==> src/rtl/riscv_pkg.sv <==
// Shared RV32 core definitions: state-dump FSM states and dump item kind codes.
package riscv_pkg;

    typedef enum logic [1:0] {
        IDLE = 2'd0,
        REGS = 2'd1,
        MEM  = 2'd2,
        DONE = 2'd3
    } dump_state_t;

    localparam logic DUMP_KIND_REG = 1'b0;
    localparam logic DUMP_KIND_MEM = 1'b1;

endpackage

==> src/rtl/riscv_state_dump.sv <==
// State-dump responder: streams x0..x(NREGS-1) then DMEM bytes on a valid/ready
// port while holding the core stalled.
module riscv_state_dump
    import riscv_pkg::*;
#(
    parameter int XLEN       = 32,
    parameter int NREGS      = 32,
    parameter int DMEM_BYTES = 32,
    parameter int DM_AW      = 32
) (
    input  logic             clk,
    input  logic             rst,
    input  logic             start,
    output logic             busy,
    output logic             halt_core,
    output logic             done,
    output logic [4:0]       rf_raddr,
    input  logic [XLEN-1:0]  rf_rdata,
    output logic [DM_AW-1:0] dm_raddr,
    input  logic [7:0]       dm_rdata,
    output logic             out_valid,
    input  logic             out_ready,
    output logic [XLEN-1:0]  out_data,
    output logic             out_kind,
    output logic [7:0]       out_index,
    output logic             out_last
);

    localparam int IDX_MAX = (NREGS > DMEM_BYTES) ? NREGS : DMEM_BYTES;
    localparam int IDX_W   = $clog2(IDX_MAX) + 1;

    dump_state_t      state_q, state_d;
    logic [IDX_W-1:0] idx_q, idx_d;
    logic             out_valid_q, out_valid_d;
    logic [XLEN-1:0]  out_data_q, out_data_d;
    logic             out_kind_q, out_kind_d;
    logic [7:0]       out_index_q, out_index_d;
    logic             out_last_q, out_last_d;
    logic             can_load;
    logic             xfer;

    always_comb begin
        state_d     = state_q;
        idx_d       = idx_q;
        out_valid_d = out_valid_q;
        out_data_d  = out_data_q;
        out_kind_d  = out_kind_q;
        out_index_d = out_index_q;
        out_last_d  = out_last_q;
        can_load    = !out_valid_q || out_ready;
        xfer        = out_valid_q && out_ready;

        // A transfer empties the output register unless a new load refills it below.
        if (xfer) begin
            out_valid_d = 1'b0;
        end

        case (state_q)
            IDLE: begin
                if (start) begin
                    state_d = REGS;
                    idx_d   = '0;
                end
            end
            REGS: begin
                if (can_load) begin
                    out_valid_d = 1'b1;
                    out_data_d  = rf_rdata;
                    out_kind_d  = DUMP_KIND_REG;
                    out_index_d = 8'(idx_q);
                    out_last_d  = 1'b0;
                    if (idx_q == IDX_W'(NREGS - 1)) begin
                        state_d = MEM;
                        idx_d   = '0;
                    end else begin
                        idx_d = idx_q + IDX_W'(1);
                    end
                end
            end
            MEM: begin
                if (idx_q < IDX_W'(DMEM_BYTES)) begin
                    if (can_load) begin
                        out_valid_d = 1'b1;
                        out_data_d  = XLEN'(dm_rdata);
                        out_kind_d  = DUMP_KIND_MEM;
                        out_index_d = 8'(idx_q);
                        out_last_d  = (idx_q == IDX_W'(DMEM_BYTES - 1));
                        idx_d       = idx_q + IDX_W'(1);
                    end
                end else if (xfer && out_last_q) begin
                    state_d = DONE;
                end
            end
            DONE: begin
                state_d = IDLE;
            end
            default: begin
                state_d = IDLE;
            end
        endcase
    end

    always_ff @(posedge clk) begin
        if (rst) begin
            state_q     <= IDLE;
            idx_q       <= '0;
            out_valid_q <= 1'b0;
            out_data_q  <= '0;
            out_kind_q  <= 1'b0;
            out_index_q <= '0;
            out_last_q  <= 1'b0;
        end else begin
            state_q     <= state_d;
            idx_q       <= idx_d;
            out_valid_q <= out_valid_d;
            out_data_q  <= out_data_d;
            out_kind_q  <= out_kind_d;
            out_index_q <= out_index_d;
            out_last_q  <= out_last_d;
        end
    end

    // Read addresses come straight from idx so the same-cycle read data is ready to load.
    assign rf_raddr  = (state_q == REGS) ? 5'(idx_q) : '0;
    assign dm_raddr  = (state_q == MEM) ? DM_AW'(idx_q) : '0;

    assign busy      = (state_q != IDLE);
    assign halt_core = busy;
    assign done      = (state_q == DONE);
    assign out_valid = out_valid_q;
    assign out_data  = out_data_q;
    assign out_kind  = out_kind_q;
    assign out_index = out_index_q;
    assign out_last  = out_last_q;

endmodule

==> config.mk <==
export PLATFORM = sky130hd
export DESIGN_NAME = riscv_state_dump
export DESIGN_NICKNAME = d
export VERILOG_FILES = /design/src/rtl/riscv_pkg.sv /design/src/rtl/riscv_state_dump.sv
export SDC_FILE = /design/constraint.sdc
export NUM_CORES = 1
export LEC_CHECK = 0
export CORE_AREA = 3 3 88 90
export DETAILED_ROUTE_END_ITERATION = 8
export DIE_AREA = 0 0 91 93
export GPL_TIMING_DRIVEN = 0
export PLACE_DENSITY = 0.76
export SLEW_MARGIN = 20
export SYNTH_ARGS = -nofsm -noshare
export SYNTH_HDL_FRONTEND = slang
export SYNTH_SLANG_ARGS = --single-unit
==> constraint.sdc <==
create_clock -name clk -period 1.8 [get_ports clk]
set_input_delay 0.45 -clock clk [delete_from_list [all_inputs] [get_ports clk]]
set_output_delay 0.45 -clock clk [all_outputs]
set_load 0.1 [all_outputs]
==> results.md <==
- The flow ran to the end, but the final reports show violations.
- The checks that failed: negative setup slack.
- IR analysis of the VDD net gives a maximum drop of 1.13 mV.
- The max-cap check violation count is 0.
- Power spread over the standard cell area amounts to 1860 nW/µm².
- After legalization and detailed placement, the total HPWL measured 5650 µm.
- The tightest slew margin relative to the limit is 62.5%.
- The die is a little over 90 µm tall.
- The filler cell count in the final layout is 617.
- The critical path goes through inv_4 -> ha_4 -> buf_8 -> buf_8 -> and2_4 -> buf_12.
- Clock tree synthesis found a total of 49 sinks.
- The via count of the first global-routing pass is around 2600.
- Setup repair after global routing could not meet its margin everywhere.
- The kind of launch point of the worst setup path is a register.
- The final count of hold timing violations is 0.
- The max-slew violation total from the final report came to 0.
- The number of clock buffers added by TritonCTS is 5.
- CTS built an H-tree with a depth of 2.
- The worst min-delay path class is register to register.
- The arrival time at the worst endpoint is 1.50 ns.
- The initial antenna violation count came to 0.
- The share of final-layout standard cells stronger than drive strength 1 is 35.6%.
- 0 antenna diodes ended up in the layout.
- The mean instance size in the synthesized netlist is about 8.7 µm².
- The final period demand of the worst path is 1.95 ns.
- The maximum number of buffers from clock root to sink is 2.
- Timing analysis after detailed placement gives a worst setup slack of -1.03 ns.
- With fillers left out, the area of the finished cells amounts to 4340 µm².
- In this run the core area contains 31 standard-cell rows.
- The first global-routing pass estimated approximately 12000 µm of wire.
- In the finished design, the share of the clock period the worst path needs comes to 108%.
- During synthesis, Yosys emitted a total of 0 warnings.
- The antenna violation net count after detailed routing is 0.
- The clock transition at the registers of the reported paths is roughly 0.1 ns.
- In the routed design, unresolved DRC markers number 0.
- The portion of the post-synthesis area used by sequential elements is 37.9%.
- The library cell appearing most often on the critical path is sky130_fd_sc_hd__buf_8.
- Setup slack on the critical path of the routed design comes to -0.147 ns.
- Power comes to between 0.008 and 0.009 W.
- For the final database, setup skew stands at 0.00329 ns.
- Hold repair after CTS inserted 0 buffers.
- Timing would allow up to between 500 and 600 MHz.
- Wires add up to 8060 µm.
- The worst-case register-to-register setup slack is 0 ns.
- The total overflow reported by the global router is 0.
- The floorplan step defined a core boundary enclosing around 7100 µm².
- Synthesis instantiated 41 different standard cells from the library.
- The CTS tree is yes.
- Compared with the post-synthesis result, the final layout area differs by 68.0%.
- The synthesized area is approximately 2600 µm².
- The proportion of register bits with asynchronous set or reset after synthesis is 0%.
- For this run, the slowest stage of the critical path takes about 0.4 ns.
- The overall die area is 8460 µm².
- Clock tree synthesis selected as its root buffer the cell sky130_fd_sc_hd__clkbuf_8.
- The cell count after synthesis is 298.
- At the later pin of the worst-skew pair, clock insertion delay measures 0.31 ns.
- Dividing the detail-routed via count by the number of cells gives 5.01.
- The final-stage net count is just under 500.
- The sort of element at the end of the critical path is an output port.
- The critical path required time is about 1.4 ns.
- The tightest hold path in the finished design has a slack of 0.482 ns.
- The slew at the pin closest to its max-slew limit is 0.565 ns.
- The area after detailed placement is 3860 µm².
- By startpoint and endpoint, the worst setup path is classified as register to output port.
- The biggest fanout along the worst timing path is 6.
- The starting density of the core is 36.2%.
- Entering global routing, the biggest net connects 17 pins.
- The congestion estimate from routability-driven global placement came to 0.837.
- The slowest stage of the critical path belongs to the cell sky130_fd_sc_hd__dfxtp_4.
- The number of I/O port buffers is 97.
- The average wire per cell in the routed design is 14.9 µm.
- The detailed router finished its first iteration with 172 violations.
- The number of enable-type register cells in the synthesized netlist is 0.
- Global routing used 17.9% of the available tracks across all layers.
- The number of setup violations in the final report is 11.
- For this run, the leading register cell type out of synthesis is sky130_fd_sc_hd__dfxtp_1.
- The total iterations of the first detailed-routing run is 4.
- The standby leakage power is 1.68 nW.
- Synthesis inferred 49 register bits.
- 127 I/O pins were placed.
- The horizontal die dimension is 91 µm.
- Summing over every cut layer, the via total after detailed routing is 2705.
- The final-layout setup total negative slack is -1.10 ns.
-- Yosys cell counts (7+ instances only) --
master	n	area, µm²
sky130_fd_sc_hd__o21ai_0	28	140
sky130_fd_sc_hd__clkbuf_1	18	67.6
sky130_fd_sc_hd__inv_1	7	26.3
sky130_fd_sc_hd__buf_4	30	225
sky130_fd_sc_hd__mux2i_1	15	150
sky130_fd_sc_hd__nor2_1	13	48.8
sky130_fd_sc_hd__nand4b_1	24	210
sky130_fd_sc_hd__a211oi_1	9	67.6
sky130_fd_sc_hd__and2_1	8	50.1
sky130_fd_sc_hd__a21oi_1	38	190
sky130_fd_sc_hd__dfxtp_1	49	981
-- layout by cell type, fill, tap and decap left out, drive strengths merged, types with 2 or more instances in the layout --
cell type,instances
nor3,2
dfxtp,49
o21ai,29
nand4,4
conb,28
nor2,13
a31oi,3
o211ai,2
nand3,6
nor2b,3
clkdlybuf4s50,41
ha,6
inv,6
clkdlybuf4s15,41
mux2i,15
o31ai,3
clkbuf,23
a21oi,38
clkinvlp,2
and2,10
nand2,5
clkinv,2
nand4b,24
a211oi,9
buf,62
-- power by group --
group / internal (W) / total (W) / leakage [nW] / switching (W)
registers: 0.00142 / 0.00163 / 0.403 / 0.000209
clock network: 0.000417 / 0.000823 / 0.0585 / 0.000406
logic: 0.00160 / 0.00564 / 1.22 / 0.00404
-- area by class of cell --
type	instances	area, µm²	area share (%)
well taps	99	124	2.85
multi-input cells	213	1450	33.5
inverters	8	42.5	0.979
repair buffers	108	1230	28.2
clock inverters	3	43.8	1.01
plain buffers	55	393	9.04
clock buffers	5	68.8	1.58
flip-flops and latches	49	992	22.8
-- sequential cells by signal, indices dropped and copies added, names as in the netlist --
register and flops:
out_valid 1, state_q 2, out_kind 1, out_index 6, out_last 1, idx_q 6
out_data 32
-- layer usage --
layer,GRT usage [%],wire [µm],vias to the layer above
met4,6.16,182,0
met5,0,0,-
li1,-,-,1305
met3,5.15,697,22
met1,20.6,3130,1247
met2,31.5,4050,131
-- worst max-delay path, delay by kind of cell, from the launching register on --
family                     cells  cell delay (ns)
buffers and inverters          4             0.45
DFF                            1             0.39
and+or+nand+nor                1             0.16
adders and majority gates      1             0.17
-- metrics by stage --
stage | cells | util, %
floorplan | 325 | -
global placement | 521 | 54.1
detailed placement | 521 | 54.1
CTS | 535 | 59.9
global route | 540 | 60.9
finish | 540 | 60.9
-- path summary, 6_finish.rpt --
check,cells after the start,from,endpoint
worst min-delay path,2,out_data[30]$_SDFFE_PP0P_,out_data[30]$_SDFFE_PP0P_
worst min register to register,2,out_data[30]$_SDFFE_PP0P_,out_data[30]$_SDFFE_PP0P_
worst max-delay path,6,state_q[0]$_SDFFE_PP0P_,dm_raddr[0]
worst max register to register,5,idx_q[0]$_SDFFE_PP0P_,state_q[0]$_SDFFE_PP0P_
-- timing repair --
item                       CTS  global route
setup buffers                6             4
setup endpoints to repair  103            51
gates cloned                 0             1
resized for setup          273            19
pin swaps                    2             2
-- logic make-up (layout without fill, tap and decap cells) --
logic type                 count (synthesis)  after routing  share of synthesized area [%]
AOI/OAI and AO/OA                         91             91                           20.9
and+or+nand+nor                           73             73                           18.6
buffers and inverters                     63            179                           13.8
DFF                                       49             49                           37.9
muxes                                     15             15                           5.81
adders and majority gates                  6              6                           2.90
other                                      1             28                          0.145
Note: power is estimated with default switching activity, not from simulation.
